===== config.mk =====
export PLATFORM = sky130hd
export DESIGN_NAME = rotary_quad_counter
export DESIGN_NICKNAME = d
export VERILOG_FILES = /design/src/rtl/rotary_quad_counter.sv
export SDC_FILE = /design/constraint.sdc
export NUM_CORES = 1
export LEC_CHECK = 0
export ABC_AREA = 1
export BUFFER_PORTS_ARGS = -buffer_cell sky130_fd_sc_hd__buf_2
export CAP_MARGIN = 40
export CORE_MARGIN = 5
export CORE_UTILIZATION = 38
export DETAILED_ROUTE_END_ITERATION = 7
export RECOVER_POWER = 25
export SYNTH_ARGS = -nofsm -noshare
export SYNTH_HDL_FRONTEND = slang
export SYNTH_SLANG_ARGS = --single-unit

===== constraint.sdc =====
create_clock -name Fg_Clk -period 9.9 [get_ports Fg_Clk]
set_clock_uncertainty 0.1 [all_clocks]
set_input_delay 2.97 -clock Fg_Clk [delete_from_list [all_inputs] [get_ports Fg_Clk]]
set_output_delay 2.97 -clock Fg_Clk [all_outputs]
set_load 0.005 [all_outputs]

===== src/rtl/rotary_quad_counter.sv =====
// rotary_quad_counter: synchronised, debounced 4x quadrature decoder driving an up/down detent counter.
// Revision 1.0
`default_nettype none

module rotary_quad_counter #(
   parameter int CNT_W            = 6,
   parameter int DEBOUNCE_CYC     = 135000,
   parameter int SYNC_STAGES      = 2,
   parameter int STEPS_PER_DETENT = 4,
   parameter int SATURATE         = 0
) (
   input  logic             Fg_Clk,
   input  logic             RESET,
   input  logic             Rot_A,
   input  logic             Rot_B,
   input  logic             Clear,
   output logic [CNT_W-1:0] Count,
   output logic             Step_CW,
   output logic             Step_CCW,
   output logic             Dir,
   output logic             Err,
   output logic             Err_Flag
);

   // A zero-cycle debounce still needs a one-bit counter to keep the datapath legal.
   localparam int DB_W = (DEBOUNCE_CYC > 0) ? $clog2(DEBOUNCE_CYC + 1) : 1;
   localparam logic [DB_W-1:0]   DB_LIMIT = DB_W'(DEBOUNCE_CYC);
   localparam logic signed [3:0] ACC_POS  = 4'(STEPS_PER_DETENT);
   localparam logic signed [3:0] ACC_NEG  = -ACC_POS;

   logic [1:0] raw_w;
   logic [1:0] db_w;

   assign raw_w = {Rot_A, Rot_B};

   genvar i;
   generate
      for (i = 0; i < 2; i++) begin : g_ch
         logic [SYNC_STAGES-1:0] sync_q;
         logic                   cand_q;
         logic [DB_W-1:0]        cnt_q;
         logic                   db_q;

         always_ff @(posedge Fg_Clk or posedge RESET) begin
            if (RESET) begin
               sync_q <= '1;
               cand_q <= 1'b1;
               cnt_q  <= '0;
               db_q   <= 1'b1;
            end else begin
               sync_q <= {sync_q[SYNC_STAGES-2:0], raw_w[i]};
               if (sync_q[SYNC_STAGES-1] != cand_q) begin
                  cand_q <= sync_q[SYNC_STAGES-1];
                  cnt_q  <= '0;
               end else if (cnt_q < DB_LIMIT) begin
                  cnt_q <= cnt_q + 1'b1;
               end else begin
                  db_q <= cand_q;
               end
            end
         end

         assign db_w[i] = db_q;
      end
   endgenerate

   logic [1:0]        prev_q;
   logic signed [3:0] acc_q;
   logic [CNT_W-1:0]  count_q;
   logic              step_cw_q;
   logic              step_ccw_q;
   logic              dir_q;
   logic              err_q;
   logic              err_flag_q;

   logic signed [3:0] delta_d;
   logic              illegal_d;
   logic signed [3:0] acc_sum_d;
   logic [CNT_W-1:0]  count_up_d;
   logic [CNT_W-1:0]  count_dn_d;

   always_comb begin
      delta_d   = 4'sd0;
      illegal_d = 1'b0;
      case ({prev_q, db_w})
         4'b11_10, 4'b10_00, 4'b00_01, 4'b01_11: delta_d   = 4'sd1;
         4'b11_01, 4'b01_00, 4'b00_10, 4'b10_11: delta_d   = -4'sd1;
         4'b11_00, 4'b00_11, 4'b01_10, 4'b10_01: illegal_d = 1'b1;
         default: ;
      endcase
      acc_sum_d = acc_q + delta_d;

      // Saturating mode pins the count at the rails; pulses and Dir still fire.
      if ((SATURATE != 0) && (count_q == '1)) count_up_d = count_q;
      else                                    count_up_d = count_q + 1'b1;
      if ((SATURATE != 0) && (count_q == '0)) count_dn_d = count_q;
      else                                    count_dn_d = count_q - 1'b1;
   end

   always_ff @(posedge Fg_Clk or posedge RESET) begin
      if (RESET) begin
         prev_q     <= 2'b11;
         acc_q      <= '0;
         count_q    <= '0;
         step_cw_q  <= 1'b0;
         step_ccw_q <= 1'b0;
         dir_q      <= 1'b0;
         err_q      <= 1'b0;
         err_flag_q <= 1'b0;
      end else begin
         prev_q     <= db_w;
         step_cw_q  <= 1'b0;
         step_ccw_q <= 1'b0;
         err_q      <= 1'b0;
         if (Clear) begin
            count_q    <= '0;
            acc_q      <= '0;
            err_flag_q <= 1'b0;
         end else if (illegal_d) begin
            err_q      <= 1'b1;
            err_flag_q <= 1'b1;
            acc_q      <= '0;
         end else if (acc_sum_d == ACC_POS) begin
            acc_q     <= '0;
            step_cw_q <= 1'b1;
            dir_q     <= 1'b1;
            count_q   <= count_up_d;
         end else if (acc_sum_d == ACC_NEG) begin
            acc_q      <= '0;
            step_ccw_q <= 1'b1;
            dir_q      <= 1'b0;
            count_q    <= count_dn_d;
         end else begin
            acc_q <= acc_sum_d;
         end
      end
   end

   assign Count    = count_q;
   assign Step_CW  = step_cw_q;
   assign Step_CCW = step_ccw_q;
   assign Dir      = dir_q;
   assign Err      = err_q;
   assign Err_Flag = err_flag_q;

endmodule

`default_nettype wire

Word level (Yosys, flattened, before mapping)
Cells that the tools add are included.
Storage, ports and cells
  register bits after elaboration: 61
  input port bits: 5
  output and inout bits: 11
  word-level logic and storage cells: 85
Cells by class
  $add $sub $neg: 5
  order comparisons: 2
  equality and inequality tests: 17
  mux-type cells: 27
  bitwise logic cells: 6
  reductions and logical operators: 12
Operators with widths (number)
  18-bit two-way mux: 4
  18-bit by 1-bit adder with 18-bit output, second input constant: 2
  18-bit less-than comparator, second input constant: 2
  4-bit == test, second input constant: 7
  6-bit two-way mux: 4
  4-bit by 3-bit == test with 1-bit output, second input constant: 4
  4-bit two-way mux: 4
  1-bit two-way mux: 14
  4-bit OR reduction: 3
  4-bit by 2-bit == test with 1-bit output, second input constant: 2
  4-bit case mux with 2 select lines: 1
  2-bit nonzero test: 4
  6-bit by 1-bit adder with 6-bit output, second input constant: 1
  1-bit inverter: 6
  2-bit AND reduction: 3
  6-bit by 1-bit subtractor with 6-bit output, second input constant: 1
  4-bit adder: 1
  4-bit by 1-bit == test with 1-bit output, second input constant: 1
  3-bit AND reduction: 1
  3-bit nonzero test: 1
  1-bit != test: 2
  2-bit != test, second input constant: 1

Logic depth before layout (Yosys ltp)
  depth after elaboration: 9
  mapped depth: 22
  gate-level depth less buffers: 22

Least setup slack after synthesis
Ideal clock, no wire load.
  kind: in2reg
  start: input port Clear
  end: register dir_q (netlist: Dir)
  setup time: 0.118 ns
  arrival: 3.456 ns
  data required time: 9.682 ns
  path slack: 6.226 ns
  stages on the path: 4
  path buffers: 0
  cell sequence: nor2_1 > nand2_1 > a21oi_1 > inv_1
Between the ends
  longest elaborated chain between the ends: 2
Ends and longest elaborated chain
  start: declaration: RTL line 16  | input logic Clear,
  1-bit inverter (no source line)
  3-bit AND reduction (no source line)
  end signal: assignment: RTL line 107  | dir_q <= 1'b0;
  end signal: assignment: RTL line 126  | dir_q <= 1'b1;
  end signal: assignment: RTL line 131  | dir_q <= 1'b0;
  end: declaration: RTL line 72  | logic dir_q;
No other way between the ends.
A chain may end at the register's enable or synchronous reset.

Worst setup path after layout
  start: register count_q[0] (netlist: Count[0])
  end: output port Count[0]
RTL lines
  start: declaration: RTL line 69  | logic [CNT_W-1:0] count_q;
  start signal: assignment: RTL line 127  | count_q <= count_up_d;
  start signal: assignment: RTL line 132  | count_q <= count_dn_d;
  end: declaration: RTL line 17  | output logic [CNT_W-1:0] Count,
No word-level cell between the ends.

==> flow_metrics.py <==
metrics = {
    "finish": {
        "fin_nets": 455,
        "drive_gt1_share_pct": 14.41,
        "fillers": 900,
        "utilization_pct": 43.25,
        "area_growth_syn_to_layout_pct": 11.15,
        "n_antenna_cell": 0,
        "fin_area_um2": 3754,
    },
    "yosys": {
        "synth_area_leaders": "dfrtp_1 (38%), nand2_1 (11%), dfstp_2 (7.8%)",
        "syn_area_per_cell_um2": 8.060,
        "synthXorXnorAreaFrac_pct": 4.150,
        "synth_nets": 435,
        "yosysTopAreaCellShare_pct": 37.79,
        "synth_top_family_by_area": "simple AND/OR/NAND/NOR gates",
        "synth_largest_area_cell": "dfrtp_1",
        "synth_area_um2": 3377,
        "yosysWarnings": 0,
        "synth.distinct_cells": 41,
        "async_flop_share_pct": 100.0,
        "synth_most_common_cell": "nand2_1",
        "synth_edf_count": 0,
        "synthAdderAreaFrac_pct": 4.520,
        "synth_compound_area_share_pct": 8.929,
        "synth.area.mux_share_pct": 0,
        "synth_simple_gate_area_share_pct": 29.90,
        "syn_inst": 419,
        "synth_common_cells": "nand2_1 (95), nor2_1 (58), dfrtp_1 (51)",
        "ys_seq_elements": 61,
        "synthFlopType": "dfrtp_1",
        "ys_seq_area_share_pct": 45.57,
    },
    "run_status": {
        "outcome": "complete, no violations",
    },
    "setup_path": {
        "crit_family": "flip-flops",
        "critical-path-max-stage-delay_ns": 0.42,
        "cp_data_arrival_time_ns": 0.90,
        "cp_max_fo": 5,
        "cp_slowest_cell": "dfrtp_1",
        "cp-start-kind": "flop",
        "end_kind": "primary output",
        "cp.required_ns": 6.83,
        "path_class": "flop to primary output",
        "path_cells": "buf_2",
        "crit_buf_inv": 1,
    },
    "clock_network": {
        "cts_tree": "yes",
        "htreeDepth": 3,
        "cts_resized": 0,
        "post_cts_buffers": 0,
        "root_buffer": "clkbuf_8",
        "cts.clk_slew.worst_paths_ns": 0.07,
        "hold_buffers": 0,
        "clkLatencyLatePin_ns": 0.34,
        "cts_num_sinks": 61,
        "cts_buffers": 9,
        "cts_buffer_depth": 2,
    },
    "floorplan": {
        "start_util_pct": 38.91,
        "die_h_um": 104.3,
        "io_pins": 16,
        "core_um2": 8678,
        "rows": 34,
        "dieArea_um2": 10870,
        "die_w_um": 104.3,
    },
    "sta": {
        "tightest_slew_ns": 0.7655,
        "fin_crit_sh_pct": 40.12,
        "setup_viol": 0,
        "rsz0062_at_grt": "false",
        "max_freq_ghz": 0.2518,
        "finalHoldViolations": 0,
        "min_period_ns": 3.972,
        "setup_tns_ns": 0,
        "worst_slack_ns": 5.928,
        "max_slew_margin_pct": 48.97,
        "maxSlewViolCount": 0,
    },
    "grt": {
        "grt_overflow": 0,
        "grt.total_usage_pct": 13.01,
        "grt_pass1_wl_um": 11830,
        "grt_pass1_vias": 2582,
        "grt_max_degree": 62,
        "antenna_found_initial": 0,
    },
    "min_path": {
        "hold_class": "flop to flop",
    },
    "detailed_routing": {
        "wl_per_cell_um": 12.13,
        "post_drt_via_cell_ratio": 4.920,
        "drc": 0,
        "wl_um": 6697,
        "dr_total_vias": 2716,
        "drtIter0Drc": 111,
        "firstDrtPassIters": 7,
        "drtAntennaViolNets": 0,
    },
    "pwr": {
        "total_power_uw": 543.7,
        "powerDensity_nw_per_um2": 144.8,
        "vdd_ir_drop_max_v": 0.00008096,
        "power_leakage_uw": 0.001719,
    },
    "placement": {
        "hpwl_um": 4717,
        "post-place-ws_ns": 5.963,
        "dpl_cell_area_um2": 3556,
        "io_buffers": 15,
        "gp_congestion": 0.7857,
    },
    "run": {
        "maxCapViolations": 0,
    },
}
where the power goes:
part           leakage (µW)  switching (µW)  internal (µW)
registers          0.000812            2.80            253
clock network      0.000126            99.5            169
logic              0.000781            14.2           4.70
total               0.00172             117            427
flip-flops by register name (all words and copies together), names as in the netlist:
signal and flops:
Dir 1, g_ch.cnt_q 36, acc_q 4, Step_CCW 1, Step_CW 1, prev_q 2
g_ch.db_q 2, Err 1, g_ch.sync_q 4, Count 6, Err_Flag 1, g_ch.cand_q 2
kinds of logic after synthesis:
group	after synthesis
simple gates	221
flops	61
buf+inv	59
compound gates	51
xor+xnor	16
fa+ha+maj	11
area by class of cell:
class                   count  area (µm²)  area share (%)
well taps                 108       135.1           3.600
clock buffers              13       178.9           4.767
flip-flops and latches     61        1539           41.00
repair buffers             16       82.58           2.200
inverters                  52       195.2           5.200
multi-input cells         299        1558           41.50
clock inverters             3       65.06           1.733
placed cells by master, fill, tap and decap left out, types with 9 or more instances in the layout:
cell type and instances:
nand2_1 98, nor2_1 60, dfrtp_1 51, inv_1 38, nand3_1 30, a21oi_1 16
buf_2 15, inv_2 14, o21ai_0 13, clkbuf_8 13, o21ai_1 11, xor2_1 11
ha_1 9
routing by layer:
| layer | routed length (µm) | global-route usage, % |
|---|---|---|
| met1 | 3394 | 17.84 |
| met2 | 2947 | 19.73 |
| met3 | 247 | 2.855 |
| met4 | 107 | 5.550 |
| met5 | 0 | 0 |
stage by stage:
step / hold slack, ns / std cells
final: 0.2625 / 552
after global routing: 0.2639 / 552
after CTS: 0.2588 / 552
after detailed placement: 0.2487 / 536
after global placement: 0.2464 / 536
after floorplan: 0.2452 / 419
path summary, 6_finish.rpt:
path | from | end | slack, ns | cells after the start
setup / recovery | Count[0] | Count[0] | 5.93 | 1
hold / removal | g_ch[1].sync_q[0] | g_ch[1].sync_q[1] | 0.26 | 0
setup reg to reg | g_ch[0].db_q | Count[5] | 6.13 | 18
hold reg to reg | g_ch[1].sync_q[0] | g_ch[1].sync_q[1] | 0.26 | 0
max in group asynchronous | RESET | Count[4] | 6.45 | 3
min in group asynchronous | RESET | g_ch[1].cnt_q[15] | 2.75 | 3
Power figures use the tool's default switching activity.
